## config.mk

```make
export PLATFORM = sky130hd
export DESIGN_NAME = add_4bit_serial_flat
export DESIGN_NICKNAME = d
export VERILOG_FILES = /design/src/rtl/add_4bit_serial_if.sv /design/src/rtl/add_4bit_serial.sv /design/src/flat_wrapper.sv
export SDC_FILE = /design/constraint.sdc
export NUM_CORES = 1
export LEC_CHECK = 0
export BUFFER_PORTS_ARGS = -buffer_cell sky130_fd_sc_hd__buf_4
export CORE_AREA = 2 2 49 51
export CTS_CLUSTER_SIZE = 8
export DETAILED_ROUTE_END_ITERATION = 7
export DIE_AREA = 0 0 51 53
export PLACE_DENSITY_LB_ADDON = 0.12
export SETUP_SLACK_MARGIN = 0.05
export SLEW_MARGIN = 0
export SYNTH_ARGS = -nofsm -noshare
export SYNTH_HDL_FRONTEND = slang
export SYNTH_SLANG_ARGS = --single-unit
```

## constraint.sdc

```tcl
create_clock -name clk -period 2.8 [get_ports clk]
set_input_delay 0.42 -clock clk [delete_from_list [all_inputs] [get_ports clk]]
set_output_delay 0.42 -clock clk [all_outputs]
set_load 0.01 [all_outputs]
```

## src/rtl/add_4bit_serial_if.sv

```systemverilog
// Handshake and result bus of the bit-serial adder.
// The master side requests an add; the slave side (the adder) returns the flags.
interface add_4bit_serial_if #(
   parameter int WIDTH = 4
);
   logic             start;
   logic [WIDTH-1:0] A;
   logic [WIDTH-1:0] B;
   logic             cin;
   logic             busy;
   logic             done;
   logic [WIDTH-1:0] Y;
   logic             C;
   logic             V;
   logic             Z;

   modport master (
      output start, A, B, cin,
      input  busy, done, Y, C, V, Z
   );

   modport slave (
      input  start, A, B, cin,
      output busy, done, Y, C, V, Z
   );
endinterface

```

## src/rtl/add_4bit_serial.sv

```systemverilog
// Bit-serial adder: one full-adder stage plus a registered carry, LSB first.
// It computes Y = A + B + cin and the C/V/Z flags over WIDTH clock cycles.
// Operands are captured at accept. Result registers update only on entry to DONE.
module add_4bit_serial #(
   parameter int WIDTH = 4
) (
   input  logic               clk,
   input  logic               rst,
   add_4bit_serial_if.slave   bus
);

   localparam int IDX_W = (WIDTH > 1) ? $clog2(WIDTH) : 1;

   typedef enum logic [1:0] {
      IDLE  = 2'd0,
      SHIFT = 2'd1,
      DONE  = 2'd2
   } state_t;

   state_t             state;
   state_t             state_next;
   logic               accept;
   logic               last_bit;

   logic [WIDTH-1:0]   a_reg;
   logic [WIDTH-1:0]   b_reg;
   logic               carry;
   logic [IDX_W-1:0]   idx;
   logic [WIDTH-1:0]   sum_sr;

   logic               sum_bit;
   logic               cout_bit;
   logic [WIDTH-1:0]   y_final;

   logic [WIDTH-1:0]   y_reg;
   logic               c_reg;
   logic               v_reg;
   logic               z_reg;

   // State register; reset wins over any pending start.
   // NOTE: sequential state is written with non-blocking assignments so every
   // flop samples pre-edge values, independent of statement order.
   always_ff @(posedge clk) begin
      if (rst) state <= IDLE;
      else     state <= state_next;
   end

   // Next-state decode and handshake outputs.
   // NOTE: every signal driven here receives a default first, so no path
   // through the case leaves it unassigned and no latch is inferred.
   always_comb begin
      state_next = state;
      accept     = 1'b0;
      bus.busy   = 1'b0;
      bus.done   = 1'b0;
      case (state)
         IDLE: begin
            if (bus.start) begin
               accept     = 1'b1;
               state_next = SHIFT;
            end
         end
         SHIFT: begin
            bus.busy = 1'b1;
            if (last_bit) state_next = DONE;
         end
         DONE: begin
            bus.done = 1'b1;
            if (bus.start) begin
               accept     = 1'b1;
               state_next = SHIFT;
            end else begin
               state_next = IDLE;
            end
         end
         default: state_next = IDLE;
      endcase
   end

   // Single full-adder stage on the current bit, plus the fully assembled sum
   // that becomes visible once the MSB is shifted in.
   always_comb begin
      sum_bit  = a_reg[idx] ^ b_reg[idx] ^ carry;
      cout_bit = (a_reg[idx] & b_reg[idx]) | (carry & (a_reg[idx] ^ b_reg[idx]));
      last_bit = (idx == IDX_W'(WIDTH - 1));
      y_final  = {sum_bit, sum_sr[WIDTH-1:1]};
   end

   // Operand capture, serial datapath and result/flag registers.
   always_ff @(posedge clk) begin
      if (rst) begin
         a_reg  <= '0;
         b_reg  <= '0;
         carry  <= 1'b0;
         idx    <= '0;
         sum_sr <= '0;
         y_reg  <= '0;
         c_reg  <= 1'b0;
         v_reg  <= 1'b0;
         z_reg  <= 1'b0;
      end else if (accept) begin
         a_reg  <= bus.A;
         b_reg  <= bus.B;
         carry  <= bus.cin;
         idx    <= '0;
         sum_sr <= '0;
      end else if (state == SHIFT) begin
         carry  <= cout_bit;
         sum_sr <= y_final;
         idx    <= idx + IDX_W'(1);
         if (last_bit) begin
            y_reg <= y_final;
            c_reg <= cout_bit;
            // Same-sign operands whose sum flips sign overflowed.
            v_reg <= (a_reg[WIDTH-1] == b_reg[WIDTH-1]) && (sum_bit != a_reg[WIDTH-1]);
            z_reg <= (y_final == '0);
         end
      end
   end

   assign bus.Y = y_reg;
   assign bus.C = c_reg;
   assign bus.V = v_reg;
   assign bus.Z = z_reg;

endmodule

```

## src/flat_wrapper.sv

```systemverilog
// flat-port wrapper written by rule: the top's interface ports become plain ports
module add_4bit_serial_flat 
#(
   parameter int WIDTH = 4
)
  (clk, rst, bus_start, bus_A, bus_B, bus_cin, bus_busy, bus_done, bus_Y, bus_C, bus_V, bus_Z);
  add_4bit_serial_if #(.WIDTH(WIDTH)) bus_i ();
  input  logic clk;
  input  logic rst;
  input wire logic [$bits(bus_i.start)-1:0] bus_start;
  input wire logic [$bits(bus_i.A)-1:0] bus_A;
  input wire logic [$bits(bus_i.B)-1:0] bus_B;
  input wire logic [$bits(bus_i.cin)-1:0] bus_cin;
  output wire logic [$bits(bus_i.busy)-1:0] bus_busy;
  output wire logic [$bits(bus_i.done)-1:0] bus_done;
  output wire logic [$bits(bus_i.Y)-1:0] bus_Y;
  output wire logic [$bits(bus_i.C)-1:0] bus_C;
  output wire logic [$bits(bus_i.V)-1:0] bus_V;
  output wire logic [$bits(bus_i.Z)-1:0] bus_Z;
  assign bus_i.start = bus_start;
  assign bus_i.A = bus_A;
  assign bus_i.B = bus_B;
  assign bus_i.cin = bus_cin;
  assign bus_busy = bus_i.busy;
  assign bus_done = bus_i.done;
  assign bus_Y = bus_i.Y;
  assign bus_C = bus_i.C;
  assign bus_V = bus_i.V;
  assign bus_Z = bus_i.Z;
  add_4bit_serial #(.WIDTH(WIDTH)) u_core (.clk(clk), .rst(rst), .bus(bus_i));
endmodule
```

======== Word-level counts from Yosys, hierarchy flattened ========
Cells that the tools add are included.
storage, ports and cells
  input port bits ......................... 12
  logic and storage cells ................. 47
  register bits after elaboration ......... 24
cells by class
  bitwise gates (word level) .............. 6
  mux-type cells .......................... 14
  reduce and logical (&&, ||, !) cells .... 8
  eq/ne operators ......................... 7
  order comparisons ....................... 1
  add/sub/neg operators ................... 1
operator list
  kind                   number
  $mux W1                9
  $pmux W2 S3            1
  $bmux W1 S2            2
  $eq A2 B2 Y1 const B   2
  $logic_not A4 Y1       1
  $mux W2                2
  $reduce_or A2 Y1       2
  $lt A2 B3 Y1 const B   1
  $reduce_and A3 Y1      1
  $add A2 B1 Y2 const B  1
  $and A1 B1 Y1          2
  $eq A2 B1 Y1 const B   1
  $logic_not A2 Y1       1
  $ne A2 B1 Y1 const B   1
  $ne A2 B2 Y1 const B   1
  $reduce_and A2 Y1      1
  $reduce_bool A2 Y1     1
  $xor A1 B1 Y1          2
  $eq A1 B1 Y1           1
  $logic_and A1 B1 Y1    1
  $ne A1 B1 Y1           1
  $not A1 Y1             1
  $or A1 B1 Y1           1

======== Depth between registers and ports, before layout ========
Gate-level depths: netlist of run 1.
  word-level depth ........................ 7
  gate-level depth with buffers ........... 5
  gate-level depth less buffers ........... 5

======== Worst setup path after synthesis of run 1 ========
Ideal clock, no wire load.
  kind .................................... reg-to-reg
  start ................................... register u_core.idx[1]
  end ..................................... register u_core.v_reg (netlist: u_core.bus.V)
  cell stages (with the launch flop) ...... 6
  period minus slack after synthesis ...... 1.937 ns
  arrival time ............................ 1.817 ns
  data required time ...................... 2.680 ns
  setup slack ............................. 0.863 ns
  path buffers ............................ 0
  setup time .............................. 0.120 ns
  path through ............................ dfxtp_1 -> mux4_2 -> fa_1 -> and3b_1 -> nor3_1 -> nor3_1
on the way
  longest elaborated chain between the ends .. 6
  elaborated cells on any way between the ends .. 10
RTL lines
  what                           RTL line                text
  start, declared                add_4bit_serial.sv:28   logic [IDX_W-1:0] idx;
  start signal, assigned         add_4bit_serial.sv:110  idx <= idx + IDX_W'(1);
  $bmux W1 S2                    add_4bit_serial.sv:83   sum_bit = a_reg[idx] ^ b_reg[idx] ^ carry;
  $mux W1 (not written as such)  add_4bit_serial.sv:83
  $xor A1 B1 Y1 * (2 in a row)   add_4bit_serial.sv:83
  named net u_core.sum_bit       add_4bit_serial.sv:31   logic sum_bit;
  $ne A1 B1 Y1 *                 add_4bit_serial.sv:115  v_reg <= (a_reg[WIDTH-1] == b_reg[WIDTH-1]) && (sum_bit != a_reg[WIDTH-1]);
  $logic_and A1 B1 Y1 *          add_4bit_serial.sv:115
  end signal, assigned           add_4bit_serial.sv:115
  end, declared                  add_4bit_serial.sv:37   logic v_reg;
Mark *: on every way through the listed nets, which the timed path passes. The rest lies on a longest branch. The select of a mux whose other input is x is not followed.
A chain may end at the register's enable or synchronous reset.

======== Worst setup path in the final report of run 1 ========
Ends and elaborated chain as after synthesis.

==> reports/qor.yml, run 1 <==
place:
  gp_congestion: 0.787
  dp_hpwl_um: 1310
  place_inst: 146
  io_buffers: 20
route:
  first_iter_violations: 11
  first_pass_iters: 4
  wire_per_inst_um: 11.6
  wirelength_um: 1750
  drc: 0
  viasPerCell: 4.83
  vias: 725
  drt.antenna.violating_nets: 0
layout:
  fin_nets: 137
  final_cells: 150
  regArea_um2: 460
  multi_input_comb_area_um2: 438
  nFillCells: 216
  insertedDiodeCount: 0
  area_growth_syn_to_layout_pct: 18.3
  drive_gt1_share_pct: 23.0
clock_tree:
  cts_tree: "done"
  cts_hold_buf: 0
  clkSinkCount: 23
  clk_path_buf_depth: 2
  post-cts-setup-buffer-count: 0
  cts_root_buffer: "clkbuf_4"
  cts.clk_slew.worst_paths_ns: 0.12
  clock_latency_ns: 0.30
  htree_levels: 1
  postCtsResizedCells: 0
  cts_buffers: 3
sta:
  finalClockSkew_ns: 0.00553
  tns_ns: 0
  rsz0062_at_grt: "false"
  fin_crit_sh_pct: 73.5
  hold_viol: 0
  clock.fmax_mhz: 486
  worst_pin_slew_ns: 0.613
  relSlewSlack_pct: 59.1
  holdWs_ns: 0.352
  report.final.setup_viol: 0
  min_period_ns: 2.06
  slew_violations: 0
worst_setup_path:
  cp-end-kind: "flip-flop"
  cp.required_ns: 3.04
  slowest_stage: "fa_1"
  cpMostUsedCell: "nor3_1"
  critical_path.startpoint_type: "flip-flop"
  cp_slowest_stage_delay_ns: 0.58
  path_cells: "mux4_2 > fa_1 > nor3b_1 > nor3_1 > nor3_1"
  cp_max_fo: 5
  cp.arrival_ns: 2.29
  path_class: "flip-flop to flip-flop"
yosys:
  avgSynthCellArea_um2: 9.24
  syn_inst: 103
  synth.net_count: 117
  async_flop_share_pct: 0
  synth_edf_count: 0
  synth_top_flop_cell: "dfxtp_1"
  syn_area_um2: 952
  yosysWarningCount: 0
  ys_seq_area_share_pct: 48.4
  ys_types: 24
  synth-seq-cells: 23
floorplanning:
  rows: 17
  core_area_um2: 2150
  initial_core_util_pct: 44.3
  io_pins: 21
  die-area_um2: 2700
  die_y_um: 53
  die_w_um: 51
global_routing:
  antenna_found_initial: 0
  track_usage_pct: 15.2
  overflow: 0
  grt_pass1_vias: 676
  grt_pass1_wl_um: 3020
  grt_max_degree: 20
power_and_ir_drop:
  p_leak_nw: 0.476
  peakVddDrop_v: 0.000323
  power.density_nw_per_um2: 500
hold_path:
  min-delay-path-class: "primary input to flip-flop"
job:
  maxCapViolCount: 0
outcome:
  run_status: "completed"
cells in the mapped netlist, types with 2 or more instances:
master | number | area (µm²)
nand3_1 | 3 | 15.0
nor3_1 | 2 | 10.0
nand2_1 | 26 | 97.6
mux4_2 | 2 | 45.0
nand2b_1 | 2 | 12.5
nor2_1 | 7 | 26.3
mux2i_1 | 4 | 40.0
buf_2 | 2 | 10.0
nor2b_1 | 2 | 12.5
dfxtp_1 | 23 | 460
buf_6 | 2 | 22.5
a21oi_1 | 16 | 80.1
stage by stage:
| stage | area (µm²) | total power [mW] | util [%] | worst slack, ns |
|---|---|---|---|---|
| floorplan | 952 | 0.406 | - | 0.863 |
| global placement | 1100 | 0.423 | 51.2 | 0.823 |
| detailed placement | 1100 | 0.426 | 51.2 | 0.749 |
| CTS | 1130 | 0.572 | 52.4 | 0.720 |
| global route | 1130 | 0.595 | 52.4 | 0.605 |
| finish | 1130 | 0.563 | 52.4 | 0.741 |
placed cells by master, fill, tap and decap left out, drive strengths merged:
cell type / count
a21oi: 16
a22oi: 1
and3b: 1
buf: 20
clkbuf: 4
clkinv: 1
dfxtp: 23
fa: 1
ha: 1
mux2i: 4
mux4: 2
nand2: 26
nand2b: 3
nand3: 3
nand3b: 1
nor2: 7
nor2b: 2
nor3: 2
nor3b: 1
nor4: 1
o21a: 1
xnor2: 1
report_power, final:
part | leakage (nW) | switching (mW) | internal, mW
Sequential | 0.187 | 0.00943 | 0.338
Combinational | 0.274 | 0.0363 | 0.0329
Clock | 0.0150 | 0.0910 | 0.0554
layer usage:
layer	global-route usage (%)	vias to the layer above	share of wire, %
met5	0	-	0
met3	3.11	2	4.2
met2	24.2	14	49
met1	19.4	325	46
li1	-	384	-
met4	8.11	0	0.80
layout make-up:
class	count	share of cell area, %
Clock buffer	4	2.33
Inverter	1	1.44
Multi-Input combinational cell	74	38.9
Sequential cell	23	40.9
Tap cell	28	3.11
Timing Repair Buffer	20	13.3
critical path: cells and delay by family, from the launching register on:
| kind | cells | cell delay (ns) |
|---|---|---|
| adder cells (fa/ha/maj) | 1 | 0.58 |
| multiplexers | 1 | 0.54 |
| AND/OR/NAND/NOR | 3 | 0.43 |
| flip-flops | 1 | 0.43 |
final timing paths:
path / startpoint / endpoint / slack (ns) / cells past startpoint
max: u_core.idx[1] / u_core.bus.V / 0.74 / 5
max reg2reg: u_core.idx[1] / u_core.bus.V / 0.74 / 5
min reg2reg: u_core.bus.Z / u_core.bus.Z / 0.46 / 2
min: bus_A[1] / u_core.a_reg[1] / 0.35 / 3
cells by family (layout without fill, tap and decap cells):
group,count (synthesis),count (layout),share of synthesized area [%]
AND/OR/NAND/NOR,47,47,22.7
flip-flops,23,23,48.4
AO/OA/AOI/OAI,18,18,9.99
multiplexers,6,6,8.94
buffers and inverters,6,25,5.65
adder cells (fa/ha/maj),2,2,3.42
XOR/XNOR,1,1,0.920
Power figures use the tool's default switching activity.
==> run 2: changes to the inputs <==
clock period = 1.7 ns   (was 2.8 ns; I/O delays follow)
==> run 2 against run 1 <==
  * Combinational power is 110% higher
  * Sequential share of layout area down 2.1 points
  * The run now ends with negative setup slack left
  * Via count grew 8.3%
  * Sequential cell count unchanged
  * Clock skew fell by 0.00058 ns
  * Sequential power grew 64%
  * Clock power grew 73%
  * Count of clock-buffer cells in the layout is the same
  * Global-route usage increased by 2.0 points
  * Worst setup slack worse by 0.99 ns
==> reports/qor.yml, run 2 (synthesis gave the netlist of run 1 again) <==
outcome:
  run_status: "finished with violations"
  failed_checks: "negative setup slack"
worst_setup_path:
  cp_max_fo: 4  # -1
  cp-end-kind: "flip-flop"
  reg2reg_slack_ns: -0.25  # -0.99 ns
  cp.arrival_ns: 2.21  # -0.08 ns
  timing.rr.end: "u_core.bus.Z"
  crit_path_start: "u_core.idx[1]"
  cp.required_ns: 1.96  # -1.08 ns
  endpoint: "u_core.bus.Z"
  critical_path.startpoint_type: "flip-flop"
  path_class: "flip-flop to flip-flop"
  ff2ff_path_depth: 5  # unchanged
  r2r-start: "u_core.idx[1]"
floorplanning:
  io_pins: 21  # unchanged
  die-area_um2: 2700  # unchanged
  die_w_um: 51  # unchanged
  initial_core_util_pct: 44.3  # unchanged
  die_y_um: 53  # unchanged
  core_area_um2: 2150  # unchanged
  rows: 17  # unchanged
sta:
  report.final.setup_viol: 4  # +4
  fin_ws_ns: -0.252  # -0.993 ns
  relSlewSlack_pct: 74.1  # +15 points
  hold_viol: 0  # unchanged
  fin_crit_sh_pct: 115  # +41 points
  worst_pin_slew_ns: 0.388  # -0.225 ns
  finalClockSkew_ns: 0.00495  # -0.000581 ns
  clock.fmax_mhz: 512  # +5.5%
  tns_ns: -0.662  # -0.662 ns
  min_period_ns: 1.95  # -0.107 ns
  slew_violations: 0  # unchanged
  rsz0062_at_grt: "true"
power_and_ir_drop:
  power.density_nw_per_um2: 812  # +62%
  p_leak_nw: 0.510  # +7.1%
  peakVddDrop_v: 0.000500  # +55%
global_routing:
  overflow: 0  # unchanged
  grt_pass1_vias: 718  # +6.2%
  grt_max_degree: 20  # unchanged
  antenna_found_initial: 0  # unchanged
  grt_pass1_wl_um: 3340  # +11%
  track_usage_pct: 17.2  # +2.0 points
route:
  first_pass_iters: 4  # unchanged
  first_iter_violations: 10  # -1
  drt.antenna.violating_nets: 0  # unchanged
  viasPerCell: 5.03  # +4.1%
  wirelength_um: 1920  # +9.7%
  vias: 785  # +8.3%
  drc: 0  # unchanged
  wire_per_inst_um: 12.3  # +5.5%
place:
  io_buffers: 20  # unchanged
  pre_cts_ws_ns: -0.253  # -1.00 ns
  dp_hpwl_um: 1380  # +5.3%
  place_inst: 151  # +3.4%
  dpl_cell_area_um2: 1140  # +3.5%
  gp_congestion: 0.747  # -5.1%
clock_tree:
  clkSinkCount: 23  # unchanged
  cts_root_buffer: "clkbuf_4"
  clock_latency_ns: 0.31  # about the same
  cts_tree: "done"
  clk_path_buf_depth: 2  # unchanged
  cts.clk_slew.worst_paths_ns: 0.12  # about the same
  htree_levels: 1  # unchanged
  cts_buffers: 3  # unchanged
hold_path:
  min-delay-path-class: "primary input to flip-flop"
  hold_path_depth: 3  # unchanged
layout:
  final_cells: 156  # +4.0%
  drive_gt1_share_pct: 32.0  # +9.1 points
  fin_nets: 143  # +4.4%
  nFillCells: 205  # -5.1%
  fin_area_um2: 1190  # +6.1%
  regArea_um2: 463  # +0.54%
  insertedDiodeCount: 0  # unchanged
  fin_util_pct: 55.6  # +3.2 points
  area_growth_syn_to_layout_pct: 25.5
  multi_input_comb_area_um2: 459  # +4.9%
  mostFrequentLayoutCells: "nand2_1, buf_4, dfxtp_1"
job:
  maxCapViolCount: 0  # unchanged
run 2: cell count changes in the layout (fill, tap and decap cells not counted), sizes merged:
cell / change
buf: +6
run 2: critical path, cell delays in order (launching register included):
cell	delay, ns
dfxtp_2	0.36
mux4_2	0.51
fa_2	0.50
nor4_2	0.27
nand3_1	0.11
a21oi_1	0.14
run 2: worst min path at each step:
stage | to | startpoint
2_1_floorplan | u_core.a_reg[0] | bus_A[0]
3_3_place_gp | u_core.bus.Z | u_core.bus.Z
3_5_place_dp | u_core.b_reg[2] | u_core.b_reg[2]
4_1_cts | u_core.a_reg[2] | bus_A[2]
5_1_grt | u_core.a_reg[0] | bus_A[0]
6_report | u_core.a_reg[2] | bus_A[2]
run 2: through the flow:
stage / hold slack [ns] / total power [mW]
after floorplan: 0.391 / 0.670
after global placement: 0.442 / 0.708
after detailed placement: 0.453 / 0.712
after CTS: 0.164 / 0.973
after global routing: 0.180 / 1.03
final: 0.172 / 0.970
run 2: routing by layer:
layer	share of wire, %	vias up	wire (µm)	track usage [%]
met3	4.2	5	81	2.54
met1	43	366	822	21.5
met2	50	17	960	27.9
li1	-	397	-	-
met5	0	-	0	0
met4	2.7	0	52	10.8
run 2: area by class of cell:
type	instances	area share (%)
multi-input combinational	74	38.4
clock buffer	4	2.20
tap	28	2.93
timing repair buffer	26	16.3
inverter	1	1.36
sequential	23	38.7
run 2: what timing repair did:
action                     CTS  global route
setup endpoints to repair    5             6
resized for setup            3             3
pin swaps                    1             2
hold buffers                 0             0
buffers inserted             1             0
run 2: power by group:
group / leakage, nW / internal, mW / switching (mW) / total [mW]
Combinational: 0.307 / 0.0749 / 0.0710 / 0.146
Clock: 0.0150 / 0.0918 / 0.161 / 0.252
Sequential: 0.188 / 0.558 / 0.0136 / 0.571
Total: 0.510 / 0.724 / 0.245 / 0.970
==> run 3: changes to the inputs <==
REMOVE_ABC_BUFFERS = 1   (was not set)
clock period = 2.3 ns   (was 1.7 ns; I/O delays follow)
==> run 3 against run 2 <==
  * The run now ends clean
  * Routed wire length fell by 5.7%
  * Global-route usage down 1.9 points
  * Largest cell class unchanged
  * Register-to-register slack better by 0.45 ns
  * Combinational power decreased by 42%
  * Final cell count fell by 3.8%
  * Die area unchanged
  * Count of clock-buffer cells in the layout unchanged
  * Clock skew is 0.0011 ns higher
  * Critical path depth is the same
  * Sequential share of layout area is 2.1 points higher
  * Power decreased by 28%
  * Non-clock buffer count down 6
==> reports/qor.yml, run 3 (synthesis gave the netlist of run 1 again) <==
route:
  wirelength_um: 1810  # -5.7%
  drc: 0  # unchanged
  first_pass_iters: 4  # unchanged
  vias: 740  # -5.7%
  drt.antenna.violating_nets: 0  # unchanged
  first_iter_violations: 10  # unchanged
  wire_per_inst_um: 12.0  # -2.0%
  viasPerCell: 4.93  # -2.0%
global_routing:
  grt_util_met1_pct: 19.3  # -2.2 points
  grtUsageMet2_pct: 25.8  # -2.2 points
  grt_pass1_vias: 666  # -7.2%
  overflow: 0  # unchanged
  use_met3_pct: 2.82  # +0.28 points
  grt_pass1_wl_um: 3080  # -7.6%
  track_usage_pct: 15.4  # -1.9 points
  antenna_found_initial: 0  # unchanged
  top_usage_layer: "met2"
  grt_max_degree: 20  # unchanged
floorplanning:
  die-area_um2: 2700  # unchanged
  initial_core_util_pct: 44.3  # unchanged
  rows: 17  # unchanged
  io_pins: 21  # unchanged
  die_w_um: 51  # unchanged
  die_y_um: 53  # unchanged
  core_area_um2: 2150  # unchanged
sta:
  min_period_ns: 2.10  # +0.153 ns
  relSlewSlack_pct: 61.7  # -12 points
  fin_ws_ns: 0.195  # +0.447 ns
  slew_violations: 0  # unchanged
  report.final.setup_viol: 0  # -4
  worst_pin_slew_ns: 0.574  # +0.186 ns
  tns_ns: 0  # +0.662 ns
  hold_viol: 0  # unchanged
  finalClockSkew_ns: 0.00609  # +0.00114 ns
  fin_crit_sh_pct: 91.5  # -23 points
  rsz0062_at_grt: "false"
  clock.fmax_mhz: 475  # -7.3%
worst_setup_path:
  cp-end-kind: "flip-flop"
  cp_slowest_stage_delay_ns: 0.59  # +0.08 ns
  crit_path_start: "u_core.idx[1]"
  cp.required_ns: 2.53  # +0.57 ns
  worst-path-buf-inv: 0  # unchanged
  cp_max_fo: 5  # +1
  slowest_stage: "fa_1"
  critPathTopFamily: "adder cells"
  path_cells: "mux4_2 > fa_1 > nor3b_1 > nor3_1 > nor3_1"
  cpMostUsedCell: "nor3_1"
  path_class: "flip-flop to flip-flop"
  cp.arrival_ns: 2.34  # +0.13 ns
  r2r-start: "u_core.idx[1]"
  critical_path.startpoint_type: "flip-flop"
clock_tree:
  cts_buffers: 3  # unchanged
  clk_path_buf_depth: 2  # unchanged
  post-cts-setup-buffer-count: 0  # -1
  clkSinkCount: 23  # unchanged
  cts_tree: "done"
  postCtsResizedCells: 0  # -3
  cts.clk_slew.worst_paths_ns: 0.12  # about the same
  cts_hold_buf: 0  # unchanged
  cts_root_buffer: "clkbuf_4"
  clock_latency_ns: 0.31  # about the same
  htree_levels: 1  # unchanged
place:
  pre_cts_ws_ns: 0.236  # +0.489 ns
  dp_hpwl_um: 1320  # -4.7%
  io_buffers: 20  # unchanged
  gp_congestion: 0.737  # -1.3%
layout:
  drive_gt1_share_pct: 23.0  # -9.1 points
  fin_nets: 137  # -4.2%
  mostFrequentLayoutCells: "nand2_1, dfxtp_1, buf_4"
  insertedDiodeCount: 0  # unchanged
  area_growth_syn_to_layout_pct: 18.3
  nFillCells: 212  # +3.4%
  final_common_cell: "nand2_1"
power_and_ir_drop:
  peakVddDrop_v: 0.000336  # -33%
  power.density_nw_per_um2: 616  # -24%
  p_leak_nw: 0.476  # -6.6%
outcome:
  run_status: "completed"
hold_path:
  min_from: "bus_B[3]"
  min-delay-path-class: "primary input to flip-flop"
job:
  maxCapViolCount: 0  # unchanged
==> run 3: tightest hold or removal path, stage by stage <==
cell,delay [ns]
buf_4,0.11
nand2_1,0.04
a21oi_1,0.05
==> run 3: layout make-up <==
class / instances / area [µm²] / area share [%]
clock buffers: 4 / 26.3 / 2.33
inverters: 1 / 16.3 / 1.44
multi-input cells: 74 / 438 / 38.9
flip-flops and latches: 23 / 460 / 40.9
well taps: 28 / 35.0 / 3.11
repair buffers: 20 / 150 / 13.3
==> run 3: per-stage QoR <==
step	hold WS (ns)	instances	total power, mW	utilization [%]	instance area [µm²]
after global placement	0.446	146	0.516	51.2	1100
after global routing	0.261	150	0.732	52.4	1130
after CTS	0.250	150	0.708	52.4	1130
after floorplan	0.414	98	0.483	-	915
final	0.265	150	0.693	52.4	1130
after detailed placement	0.449	146	0.519	51.2	1100
==> run 3: routing by layer <==
metal | up-vias | share of wire (%)
met1 | 333 | 45
met4 | 0 | 1.8
met3 | 4 | 4.5
met2 | 17 | 48
met5 | - | 0
li1 | 386 | -
==> run 3: path summary, 6_finish.rpt <==
kind	endpoint	slack (ns)	cells past startpoint
worst max-delay path	u_core.bus.V	0.20	5
worst min-delay path	u_core.b_reg[3]	0.26	3
worst max register to register	u_core.bus.V	0.20	5
worst min register to register	u_core.bus.C	0.46	2
==> run 3: where the power goes <==
group          internal [mW]  total (mW)  leakage [nW]  switching (mW)
registers              0.412       0.424         0.187          0.0117
clock network         0.0677       0.185        0.0150           0.117
logic                 0.0401      0.0852         0.274          0.0451
